File: src/rtl/layer_sequencer.sv
// layer_sequencer: gathers the parallel per-neuron results of one fully
// connected layer and replays them, in neuron order, as a serial stream
// for the next layer. Repeated strobes for a neuron already collected, and
// strobes that arrive while the frame is being streamed out, raise the
// sticky overflow flag.
//
// Handshake: a word transfers on a rising edge where o_valid and o_ready
// are both 1. While o_valid=1 and o_ready=0, o_data/o_idx/o_last hold
// their values. o_valid never drops without a transfer, except on reset.
module layer_sequencer #(
   parameter  int NN        = 10,
   parameter  int dataWidth = 16,
   localparam int IW        = (NN > 1) ? $clog2(NN) : 1
) (
   input  logic                    clk,
   input  logic                    rst,
   input  logic [NN-1:0]           i_valid,
   input  logic [NN*dataWidth-1:0] i_data,
   input  logic                    o_ready,
   output logic                    o_valid,
   output logic [dataWidth-1:0]    o_data,
   output logic [IW-1:0]           o_idx,
   output logic                    o_last,
   output logic                    busy,
   input  logic                    clr_ovf,
   output logic                    overflow,
   output logic [1:0]              state_dbg
);

   localparam logic [IW-1:0] LAST_IDX = IW'(NN - 1);

   typedef enum logic [1:0] {
      IDLE    = 2'd0,
      COLLECT = 2'd1,
      SEND    = 2'd2
   } state_t;

   state_t                 state;
   logic [NN-1:0]          mask;
   logic [IW-1:0]          idx;
   logic [dataWidth-1:0]   mem [NN];

   logic [NN-1:0]          mask_next;
   logic                   all_done;
   logic                   at_last;
   logic [IW-1:0]          idx_inc;
   logic [dataWidth-1:0]   first_word;
   logic                   set_ovf;

   // Next-mask, completion, index-advance and error-detect decode.
   always_comb begin
      mask_next  = mask | i_valid;
      all_done   = &mask_next;
      at_last    = (idx == LAST_IDX);
      idx_inc    = at_last ? '0 : idx + IW'(1);
      // Word 0 may be arriving on the very edge that completes the frame.
      first_word = i_valid[0] ? i_data[dataWidth-1:0] : mem[0];
      set_ovf    = 1'b0;
      if (state == SEND) begin
         set_ovf = |i_valid;
      end else begin
         set_ovf = |(i_valid & mask);
      end
   end

   // Result buffer: captures strobed words outside SEND; frozen while streaming.
   always_ff @(posedge clk) begin
      for (int k = 0; k < NN; k++) begin
         if ((state != SEND) && i_valid[k]) begin
            mem[k] <= i_data[k*dataWidth +: dataWidth];
         end
      end
   end

   // Frame FSM with registered stream outputs.
   always_ff @(posedge clk or negedge rst) begin
      if (!rst) begin
         state   <= IDLE;
         mask    <= '0;
         idx     <= '0;
         o_valid <= 1'b0;
         o_data  <= '0;
         o_idx   <= '0;
         o_last  <= 1'b0;
      end else begin
         case (state)
            IDLE, COLLECT: begin
               mask <= mask_next;
               if (all_done) begin
                  state   <= SEND;
                  idx     <= '0;
                  o_valid <= 1'b1;
                  o_data  <= first_word;
                  o_idx   <= '0;
                  o_last  <= (LAST_IDX == '0);
               end else if (|mask_next) begin
                  state <= COLLECT;
               end
            end
            SEND: begin
               if (o_ready) begin
                  if (at_last) begin
                     state   <= IDLE;
                     mask    <= '0;
                     idx     <= '0;
                     o_valid <= 1'b0;
                     o_data  <= '0;
                     o_idx   <= '0;
                     o_last  <= 1'b0;
                  end else begin
                     idx    <= idx_inc;
                     o_idx  <= idx_inc;
                     o_data <= mem[idx_inc];
                     o_last <= (idx_inc == LAST_IDX);
                  end
               end
            end
            default: begin
               state <= IDLE;
               mask  <= '0;
               idx   <= '0;
            end
         endcase
      end
   end

   // Sticky overflow: a new error wins over a same-cycle clear.
   always_ff @(posedge clk or negedge rst) begin
      if (!rst) begin
         overflow <= 1'b0;
      end else if (set_ovf) begin
         overflow <= 1'b1;
      end else if (clr_ovf) begin
         overflow <= 1'b0;
      end
   end

   assign busy      = (state != IDLE);
   assign state_dbg = state;

endmodule

File: config.mk
export PLATFORM = sky130hd
export DESIGN_NAME = layer_sequencer
export DESIGN_NICKNAME = d
export VERILOG_FILES = /design/src/rtl/layer_sequencer.sv
export SDC_FILE = /design/constraint.sdc
export NUM_CORES = 1
export LEC_CHECK = 0
export ABC_CLOCK_PERIOD_IN_PS = 1900
export CORE_MARGIN = 2
export CORE_UTILIZATION = 35
export DETAILED_ROUTE_END_ITERATION = 10
export RECOVER_POWER = 100
export SYNTH_ARGS = -nofsm -noshare
export SYNTH_HDL_FRONTEND = slang
export SYNTH_SLANG_ARGS = --single-unit
File: constraint.sdc
create_clock -name clk -period 1.9 [get_ports clk]
set_input_delay 0.38 -clock clk [delete_from_list [all_inputs] [get_ports clk]]
set_output_delay 0.38 -clock clk [all_outputs]
set_load 0.01 [all_outputs]
== Word-level counts from Yosys, hierarchy flattened ==
Memories as Yosys holds them, arrays and structs flattened.
Index checks and enable logic that the tools add are counted.

* Eq/ne operators: 9
* Multiplexer cells: 50
* Reductions and logical operators: 24
* Add/subtract/negate cells: 1
* Bitwise logic cells: 2

{| class="wikitable"
|+ Operators with widths
! operator !! count
|-
| $mux 16 || 4
|-
| $pmux 16 s2 || 1
|-
| $reduce_or 10->1 || 3
|-
| $mux 1 || 29
|-
| $mux 10 || 2
|-
| $pmux 10 s2 || 1
|-
| $mux 4 || 4
|-
| $pmux 4 s2 || 2
|-
| $and 10x10->10 || 1
|-
| $logic_and 1x1->1 || 10
|-
| $or 10x10->10 || 1
|-
| $reduce_and 10->1 || 1
|-
| $eq 4x4->1 const B || 2
|-
| $mux 2 || 4
|-
| $ne 2x2->1 const B || 4
|-
| $reduce_and 3->1 || 2
|-
| $reduce_bool 2->1 || 3
|-
| $add 4x1->4 const B || 1
|-
| $pmux 1 s2 || 2
|-
| $pmux 2 s2 || 1
|-
| $reduce_and 2->1 || 2
|-
| $reduce_and 4->1 || 1
|-
| $ne 3x3->1 const B || 1
|-
| $eq 2x1->1 const B || 1
|-
| 3 further kinds || 3
|}

* Output and inout bits: 26
* Register bits after elaboration: 39
* Logic and storage cells: 95
* Memories: 1
* Input bits: 174
* RAM bits: 160

{| class="wikitable"
|+ Memories
! memory !! depth !! bits a word !! read ports !! clocked after Yosys merged registers in !! write ports !! line !! RTL
|-
| mem || 10 || 16 || 2 || 0 || 10 || 41 || <nowiki>logic [dataWidth-1:0] mem [NN];</nowiki>
|}

== Logic depth before layout (Yosys ltp) ==
Gate-level depths: netlist (run 1).

* Depth after elaboration: 6
* Gate-level depth with buffers: 8
* Depth with buffers taken out: 5

== Worst setup path after synthesis (run 1) ==
OpenSTA, ideal clock, no wires.

* Path type: reg2reg
* Start: reg state[1], in the netlist state_dbg[1]
* End: mem mem[4][0] (enable)
* Arrival time: 1.680 ns
* Setup time: 0.389 ns
* Period minus slack after synthesis: 2.068 ns
* Cell stages (with the launch flop): 5
* Slack: -0.168 ns
* Data required time: 1.511 ns
* Buffers on the path: 2
* Cell sequence: dfrtp_1 -> nor2b_1 -> clkbuf_1 -> clkbuf_1 -> nor2_1

{| class="wikitable"
|+ RTL lines
! item !! line !! RTL
|-
| start, declared || 38 || <nowiki>state_t state;</nowiki>
|-
| start signal, assigned || 78 || <nowiki>state <= IDLE;</nowiki>
|-
| start signal, assigned || 90 || <nowiki>state <= SEND;</nowiki>
|-
| start signal, assigned || 97 || <nowiki>state <= COLLECT;</nowiki>
|-
| end, declared || 41 ||
|}

== Worst setup path after layout (run 1) ==
* Start: reg state[1], in the netlist state_dbg[1]
* End: out busy

* Word-level cells in the longest chain between the ends: 1

{| class="wikitable"
|+ RTL lines
! item !! line !! RTL
|-
| $reduce_bool 2->1 || 138 || <nowiki>assign busy = (state != IDLE);</nowiki>
|-
| end, declared || 24 || <nowiki>output logic busy,</nowiki>
|}

Every way passes these cells.

==> summary.txt, run 1 <==
Logic synthesis
  – Area leader, netlist: edfxtp_1
  – Post-synth top area share: 0.560
  – Post-Syn Area: 8570 sq um
  – Post-Synth XOR/XNOR Area: 0.00496
  – Top cells by count, synth: edfxtp_1, nand2_1, o21ai_0, mux2i_1, dfrtp_1
  – Syn_area_per_cell: 13.2 sq um
  – Largest family of logic cells by synthesized area: compound AO/OA/AOI/OAI gates
  – Post-synth EDFFs: 160
  – Syn Inst Count: 650
  – Syn Nets: 824
  – Sequential area share after synthesis: 0.674
  – Top_reg_cell synth: edfxtp_1
  – Most frequent cell after synthesis: edfxtp_1
  – Mux contribution to synthesized area: 0.0636
  – Synth area leaders: edfxtp_1, dfrtp_1, mux2i_1, o21ai_0, nand2_1
  – Fraction of the mapped netlist area in adder cells: 0
  – Compound-Gate Fraction of Synth Area: 0.139
  – Yosys warning count: 0
  – Distinct cells, synth: 54
  – Asr flop ratio synth: 0.196
  – Register bit count reported by yosys: 199
  – Simple-Gate Fraction of Synth Area: 0.0832

Global routing
  – Total grt overflow: 0
  – Initial antenna violation count: 2
  – First-pass GRT wire length: 38700 microns
  – Number of global-route vias before repair: 6630
  – Gr usage total: 0.201
  – Pin count of the biggest net entering global routing: 40

Place
  – Place WS: -259 ps
  – Dpl hpwl: 19000 microns
  – DP Area: 11500 sq um
  – I/O Buffers: 199
  – GP Congestion: 0.881

Die
  – Die area: 25800 sq um
  – Chip height: 161 microns
  – Rows: 57
  – I/O pin total: 200
  – Die width: 161 microns
  – Core area: 24200 sq um
  – Initial Utilization: 0.355

Clocking
  – Hold Buf Count CTS: 0
  – CTS tree: yes
  – CTS buffer count: 17
  – CTS sink cnt: 199
  – Clock root buffer: clkbuf_16
  – Later-pin clock latency in the skew report: 440 ps
  – Reg clk slew, reported paths: 80 ps
  – Clock buffer depth: 2
  – H-tree levels: 4

Timing
  – Max Fclk: 0.545 GHz
  – Tmin final: 1840 ps
  – Worst slew margin: 0.304
  – Final WS setup: 63.7 ps
  – Clock skew: 11.8 ps
  – Final Cycle Share: 0.966
  – Actual slew at the worst max-slew pin: 1040 ps
  – Final Hold Vio Count: 0
  – Final setup fails: 0
  – Max Transition Viols Final: 0
  – RSZ-0062 raised after global routing: true
  – Final worst hold slack: 204 ps

Drt
  – Initial DRC count: 427
  – Drt first pass iters: 7
  – Post-Route WL: 25600 microns
  – DR WL/cell: 20.6 microns
  – Vias: 6380
  – DRC violations left: 0
  – Vias/cell: 5.12
  – ANT nets after route: 0

Worst setup path
  – Worst EP arrival: 1460 ps
  – Worst reg-to-reg setup slack: 80 ps
  – Worst Setup Path Type: reg -> out
  – CP Capture Type: output port
  – Startpoint types: flip-flop
  – Worst-path maximum fanout: 5
  – R2R depth: 4
  – Worst Path Required: 1520 ps
  – Reg-to-Reg End: mem[3][5]
  – Worst flop-to-flop path startpoint: state_dbg[0]

Outcome
  – Outcome: finished clean

Cells and area
  – Core Util, Final: 0.499
  – Finished Cell Area: 12100 sq um
  – Share of post-route cells with drive strength above 1: 0.164
  – Area Growth Syn to Fin: 40.8%
  – Nets: 1082

Worst hold path
  – Hold Crit Class: in -> async

Power and ir drop
  – P_leak: 4.49 nW
  – Pwr Density: 1160 nW/um^2
  – Peak supply drop: 0.517 mV
  – Total power: 14.0 mW

Flow run
  – Max_cap viols: 0
## state kept, by name (all words and copies together) (netlist names)
register	cells
o_last	1
mem	160
idx	4
o_data	16
mask	10
overflow	1
state_dbg	2
o_idx	4
o_valid	1
## through the flow
stage	setup TNS, ps	cells
floorplan	-16170	650
global placement	-3880	1208
detailed placement	-4400	1208
CTS	0	1243
global route	-4.01	1244
finish	0	1246
## worst max path at each step
stage          depth (start not counted)         end  slack (ps)          from
6_report                               2        busy          60  state_dbg[1]
3_3_place_gp                           6  o_data[11]        -220  state_dbg[1]
5_1_grt                                7      o_last          -4  state_dbg[1]
3_5_place_dp                           7  o_data[11]        -260    i_valid[8]
2_1_floorplan                          4   mem[4][0]        -170  state_dbg[1]
4_1_cts                                6  o_data[11]           4        idx[3]
## layout by cell type (no fill, tap or decap), drive strengths merged, types with 31 or more instances in the layout
cell type,instances
clkdlybuf4s50,35
mux2i,41
dlygate4sd3,160
dfrtp,39
buf,63
o21ai,61
inv,31
nand2,63
edfxtp,160
clkbuf,34
## power breakdown
part | leakage, nW | internal, mW | switching (mW)
combinational | 2.19 | 1.91 | 2.30
clock | 0.294 | 1.90 | 1.83
sequential | 2.01 | 5.60 | 0.433
total | 4.49 | 9.41 | 4.57
## critical path: stages (launching register included)
cell and delay, ps:
dfrtp_2 440, or2_2 300, dlygate4sd2_1 290
## repair_timing
action                                 in CTS  in global routing
endpoints found under the hold margin       0                  0
setup endpoints to repair                  18                 23
pin swaps                                   0                  1
setup buffers                               4                  1
resized for setup                           8                 15
## cell type report
type / instances / area, sq um
Sequential cell: 199 / 5790
Antenna cell: 2 / 5.00
Timing Repair Buffer: 278 / 2600
Fill cell: 2136 / 12100
Tap cell: 324 / 405
Inverter: 27 / 105
Multi-Input combinational cell: 385 / 2560
Clock inverter: 14 / 188
Clock buffer: 17 / 425
## logic make-up (layout without fill, tap and decap cells)
group / after synthesis / after routing
flops: 199 / 199
compound gates: 180 / 180
simple gates: 148 / 148
buf+inv: 66 / 336
mux: 53 / 53
xor+xnor: 4 / 4
other cells: 0 / 2
## per-layer routing
metal	vias up	global-route usage	routed length [microns]
li1	3000	-	-
met1	3109	0.261	11000
met2	240	0.336	12300
met3	31	0.0493	1730
met4	0	0.0602	580
met5	-	0	0
Note: power is estimated with default switching activity, not from simulation.
==> inputs of run 2 (changes only) <==
--- a/config.mk
+++ b/config.mk
@@ -5,7 +5,7 @@
 export SDC_FILE = /design/constraint.sdc
 export NUM_CORES = 1
 export LEC_CHECK = 0
-export ABC_CLOCK_PERIOD_IN_PS = 1900
+export ABC_CLOCK_PERIOD_IN_PS = 2300
 export CORE_MARGIN = 2
 export CORE_UTILIZATION = 35
 export DETAILED_ROUTE_END_ITERATION = 10
==> constraint.sdc (replaced) <==
create_clock -name clk -period 2.3 [get_ports clk]
set_input_delay 0.46 -clock clk [delete_from_list [all_inputs] [get_ports clk]]
set_output_delay 0.46 -clock clk [all_outputs]
set_load 0.01 [all_outputs]
==> run 2 against run 1 <==
Hold slack improved by 60 ps; sequential share of layout area rose by 1.5 points; first-iteration DRC count rose by 22%; critical endpoint unchanged.
==> summary.txt, run 2 (same netlist as run 1, synthesis figures left out) <==
Clocking
  – Reg clk slew, reported paths: 70 ps
  – CTS resizes: 0
  – CTS sink cnt: 199
  – CTS tree: yes
  – Clock buffer depth: 2
  – Clock root buffer: clkbuf_16
  – Hold Buf Count CTS: 0
  – Later-pin clock latency in the skew report: 440 ps
  – Postcts setup bufs: 0
  – H-tree levels: 4
  – CTS buffer count: 17

Worst setup path
  – Worst EP arrival: 1680 ps
  – Worst flop-to-flop path startpoint: idx[2]
  – Crit path max-delay family: buffers and inverters
  – Worst-path maximum fanout: 6
  – Critical Path Source: state_dbg[0]
  – Reg-to-Reg End: o_data[7]
  – Startpoint types: flip-flop
  – R2R depth: 6
  – Slowest cell on the critical path: clkdlybuf4s50_1
  – CP Capture Type: output port
  – Number of buffers and inverters on the critical path: 1
  – Worst Path Required: 1840 ps
  – Worst Setup Path Type: reg -> out
  – Max stage delay on crit path: 470 ps
  – Worst Setup EP: busy
  – Worst reg-to-reg setup slack: 180 ps
  – WP depth: 2
  – Crit-path cells: or2_2, clkdlybuf4s50_1

Timing
  – Final Cycle Share: 0.931
  – Tmin final: 2140 ps
  – Final Hold Vio Count: 0
  – Actual slew at the worst max-slew pin: 1010 ps
  – RSZ-0062 raised after global routing: false
  – Max Transition Viols Final: 0
  – Worst slew margin: 0.329
  – Clock skew: 7.51 ps
  – Setup TNS: 0 ps
  – Final setup fails: 0
  – Max Fclk: 0.467 GHz

Global routing
  – Gr usage total: 0.203
  – Number of global-route vias before repair: 6607
  – First-pass GRT wire length: 38800 microns
  – Total grt overflow: 0
  – Pin count of the biggest net entering global routing: 40
  – Initial antenna violation count: 2

Cells and area
  – Largest Register: mem
  – Area Growth Syn to Fin: 36.6%
  – Fillcell total: 2188
  – Max reg flops: 160
  – Share of post-route cells with drive strength above 1: 0.117
  – Commonest cells after routing, fill and taps aside: dlygate4sd3_1, edfxtp_1, nand2_1
  – Most common cell after layout, fill and taps aside: dlygate4sd3_1
  – Nets: 1052
  – Finished Cell Area: 11700 sq um
  – Top Registers: mem x160, o_data x16, mask x10
  – Final std cells w/o fill: 1216

Die
  – I/O pin total: 200
  – Die width: 161 microns
  – Rows: 57
  – Core area: 24200 sq um
  – Die area: 25800 sq um
  – Chip height: 161 microns
  – Initial Utilization: 0.355

Drt
  – ANT nets after route: 0
  – Vias/cell: 5.14
  – DRC violations left: 0
  – Vias: 6249
  – Drt first pass iters: 5
  – Initial DRC count: 519
  – Post-Route WL: 25400 microns
  – DR WL/cell: 20.9 microns

Place
  – GP Congestion: 0.879
  – DP Area: 11200 sq um
  – Dpl hpwl: 18800 microns
  – I/O Buffers: 199
  – Post-Place Cells: 1183

Worst hold path
  – Hold Crit Class: in -> async

Outcome
  – Outcome: finished clean

Power and ir drop
  – Peak supply drop: 0.563 mV
  – P_leak: 4.33 nW
  – Pwr Density: 955 nW/um^2

Flow run
  – Max_cap viols: 0
-- run 2: cell types whose count changed in the layout (fill, tap and decap cells not counted), sizes merged --
cell	change
dlygate4sd2	-2
inv	+1
clkbuf	-3
buf	-27
clkinv	+1
dlygate4sd3	+27
clkdlybuf4s25	-1
clkdlybuf4s50	-24
clkinvlp	-2
-- run 2: worst min-delay path by stage --
stage	startpoint	to	cells after the start
floorplan	rst	idx[0]	0
global placement	o_last	o_last	2
detailed placement	o_last	o_last	2
CTS	rst	mask[8]	2
global route	rst	o_data[3]	2
finish	rst	mask[4]	2
-- run 2: final cells by class --
type / instances / area (sq um) / area share
antenna: 2 / 5.00 / 0.000427
clock buffer: 17 / 425 / 0.0363
clock inverter: 14 / 161 / 0.0138
inverter: 27 / 101 / 0.00865
multi-input combinational: 385 / 2490 / 0.212
sequential: 199 / 5790 / 0.494
tap: 324 / 405 / 0.0346
timing repair buffer: 248 / 2340 / 0.200
-- run 2: metal layers --
metal	vias up	part of all wire	wire length (microns)	global-route usage
met5	-	0	0	0
met4	0	0.017	420	0.0516
met3	32	0.076	1940	0.0584
met2	260	0.48	12300	0.340
met1	3019	0.42	10800	0.260
li1	2938	-	-	-
-- run 2: stage by stage --
step           power [mW]  setup slack (ps)  hold WS, ps   util
2_1_floorplan        6.77               232          164      -
3_3_place_gp         8.44              91.1          473  0.462
3_5_place_dp         8.47              72.8          482  0.462
4_1_cts              11.5               133         90.3  0.487
5_1_grt              11.8              75.4          355  0.484
6_report             11.2               159          264  0.484
-- run 2: power breakdown --
group | leakage, nW | total, mW | switching, mW | internal (mW)
clock network | 0.289 | 2.98 | 1.44 | 1.54
registers | 2.01 | 5.01 | 0.378 | 4.63
logic | 2.03 | 3.19 | 1.81 | 1.38
==> inputs of run 3 (changes only) <==
--- a/config.mk
+++ b/config.mk
@@ -5,7 +5,8 @@
 export SDC_FILE = /design/constraint.sdc
 export NUM_CORES = 1
 export LEC_CHECK = 0
-export ABC_CLOCK_PERIOD_IN_PS = 2300
+export ABC_AREA = 1
+export ABC_CLOCK_PERIOD_IN_PS = 2190
 export CORE_MARGIN = 2
 export CORE_UTILIZATION = 35
 export DETAILED_ROUTE_END_ITERATION = 10
==> constraint.sdc (replaced) <==
create_clock -name clk -period 2.19 [get_ports clk]
set_input_delay 0.438 -clock clk [delete_from_list [all_inputs] [get_ports clk]]
set_output_delay 0.438 -clock clk [all_outputs]
set_load 0.01 [all_outputs]
==> run 3 against run 2 <==
Routed wire length increased by 0.30%; cell count increased by 19%; synthesized area increased by 2.8%; critical path type unchanged.
==> summary.txt, run 3 <==
Power and ir drop
  – P_leak: 4.86 nW
  – Pwr Density: 1110 nW/um^2
  – Peak supply drop: 0.656 mV
  – Total power: 13.2 mW

Outcome
  – Outcome: finished clean

Place
  – DP Area: 11400 sq um
  – I/O Buffers: 199
  – Post-Place Cells: 1411
  – GP Congestion: 0.850
  – Dpl hpwl: 18800 microns
  – Place WS: 52.1 ps

Drt
  – Wl on met1: 11200 microns
  – Routed wl met3: 1650 microns
  – Vias: 6997
  – Initial DRC count: 574
  – Post-Route WL: 25500 microns
  – Met2 routed WL: 12100 microns
  – Uppermost layer routed: met4
  – DRC violations left: 0
  – Drt first pass iters: 5
  – ANT nets after route: 0
  – DR WL/cell: 17.6 microns
  – Vias/cell: 4.83

Cells and area
  – Nets: 1276
  – Commonest cells after routing, fill and taps aside: nand2_1, dlygate4sd3_1, nor2_1, edfxtp_1, nand3_1
  – Area Growth Syn to Fin: 34.9%
  – Finished Cell Area: 11900 sq um
  – Most common cell after layout, fill and taps aside: nand2_1
  – Top Registers: mem x160, o_data x16, mask x10
  – Max reg flops: 160
  – Final std cells w/o fill: 1450
  – Share of post-route cells with drive strength above 1: 0.0789
  – Largest Register: mem

Die
  – Rows: 58
  – Die area: 26500 sq um
  – I/O pin total: 200
  – Initial Utilization: 0.353
  – Chip height: 163 microns
  – Die width: 163 microns
  – Core area: 25000 sq um

Timing
  – Final setup fails: 0
  – Final WS setup: 108 ps
  – Max Transition Viols Final: 0
  – Tmin final: 2080 ps
  – Max Fclk: 0.480 GHz
  – Final Cycle Share: 0.951
  – Actual slew at the worst max-slew pin: 1030 ps
  – Setup TNS: 0 ps
  – Worst slew margin: 0.315
  – Final Hold Vio Count: 0
  – RSZ-0062 raised after global routing: false
  – Clock skew: 10.5 ps

Flow run
  – Max_cap viols: 0

Logic synthesis
  – Asr flop ratio synth: 0.196
  – Syn Inst Count: 890
  – Post-Syn Area: 8820 sq um
  – Area leader, netlist: edfxtp_1
  – Post-synth EDFFs: 160
  – Post-synth top area share: 0.545
  – Syn Nets: 1064
  – Sequential area share after synthesis: 0.656
  – Register bit count reported by yosys: 199
  – Syn_area_per_cell: 9.91 sq um
  – Yosys warning count: 0
  – Top_reg_cell synth: edfxtp_1
  – Synth area leaders: edfxtp_1, dfrtp_1, nand2_1, nor2_1, nand3_1
  – Most frequent cell after synthesis: nand2_1
  – Distinct cells, synth: 31
  – Top cells by count, synth: nand2_1, edfxtp_1, nor2_1, nand3_1, a21oi_1

Global routing
  – First-pass GRT wire length: 38900 microns
  – Gr usage total: 0.198
  – Initial antenna violation count: 5
  – Total grt overflow: 0
  – Number of global-route vias before repair: 6962
  – Pin count of the biggest net entering global routing: 65

Clocking
  – Reg clk slew, reported paths: 70 ps
  – Later-pin clock latency in the skew report: 430 ps
  – Hold Buf Count CTS: 0
  – H-tree levels: 4
  – CTS sink cnt: 199
  – CTS tree: yes
  – Clock root buffer: clkbuf_16
  – Clock buffer depth: 2
  – CTS buffer count: 17

Worst setup path
  – Max stage delay on crit path: 470 ps
  – Worst EP arrival: 1640 ps
  – Number of buffers and inverters on the critical path: 1
  – Reg-to-Reg End: mem[1][11]
  – Worst flop-to-flop path startpoint: state_dbg[1]
  – Worst reg-to-reg setup slack: 220 ps
  – Crit-path cells: or2_2, clkdlybuf4s50_1
  – Worst Setup Path Type: reg -> out
  – CP Capture Type: output port
  – Worst Path Required: 1750 ps
  – Crit path max-delay family: buffers and inverters
  – Worst-path maximum fanout: 5
  – R2R depth: 6
  – Slowest cell on the critical path: clkdlybuf4s50_1
  – Startpoint types: flip-flop

Worst hold path
  – Hold Crit Class: in -> async
[run 3: cell types whose count changed after synthesis, sizes merged, moves of 12 or more]
cell,previous run,this run
nand2,63,261
nor2,27,162
nand3,24,83
o21ai,61,23
mux2i,41,6
a21oi,27,54
o211ai,16,0
inv,26,41
o221ai,15,0
mux2,12,0
[run 3: worst max path at each step]
| stage | from | to | slack, ps | cells past startpoint |
|---|---|---|---|---|
| final | state_dbg[0] | busy | 110 | 2 |
| after global routing | idx[0] | o_data[7] | 30 | 11 |
| after global placement | i_valid[4] | o_valid | 90 | 9 |
| after detailed placement | i_valid[4] | o_data[5] | 50 | 8 |
| after CTS | state_dbg[1] | busy | 9 | 2 |
| after floorplan | state_dbg[1] | mem[1][0] | 130 | 5 |
[run 3: repair_timing]
action | in CTS | in global routing
gates resized for setup | 1 | 0
setup buffers | 0 | 2
endpoints found under the setup margin | 1 | 1
[run 3: cell type report]
cell class	instances	area (sq um)
well taps	330	413
inverters	41	156
diodes	5	12.5
clock inverters	15	126
clock buffers	17	425
repair buffers	238	2360
multi-input cells	605	2610
fillers	2358	13100
flip-flops and latches	199	5780
[run 3: report_power, final]
group | total, mW | switching, mW | internal, mW | leakage, nW
clock | 3.00 | 1.43 | 1.57 | 0.258
sequential | 5.22 | 0.327 | 4.89 | 2.00
combinational | 4.97 | 3.13 | 1.83 | 2.61
[run 3: logic make-up (layout without fill, tap and decap cells)]
logic type | count (synthesis) | count (layout) | synth area share
AO/OA/AOI/OAI | 84 | 84 | 0.0522
XOR/XNOR | 1 | 1 | 0.00185
buffers and inverters | 86 | 311 | 0.0473
flip-flops | 199 | 199 | 0.656
multiplexers | 6 | 6 | 0.00681
other | 0 | 5 | 0
AND/OR/NAND/NOR | 514 | 514 | 0.236
[run 3: metal layers]
layer,up-vias,GRT usage
li1,3396,-
met1,3322,0.274
met2,256,0.314
met3,23,0.0339
met4,0,0.0680
met5,-,0
[run 3: worst reg2reg max path, delay by kind of cell (launching register included)]
family                 cells  cell delay, ps
buffers and inverters      4             920
and+or+nand+nor            2             280
DFF                        1             430
[run 3: stage by stage]
step	util	hold slack, ps
floorplan	-	142
global placement	0.456	488
detailed placement	0.456	495
CTS	0.478	61.3
global route	0.476	329
finish	0.476	257
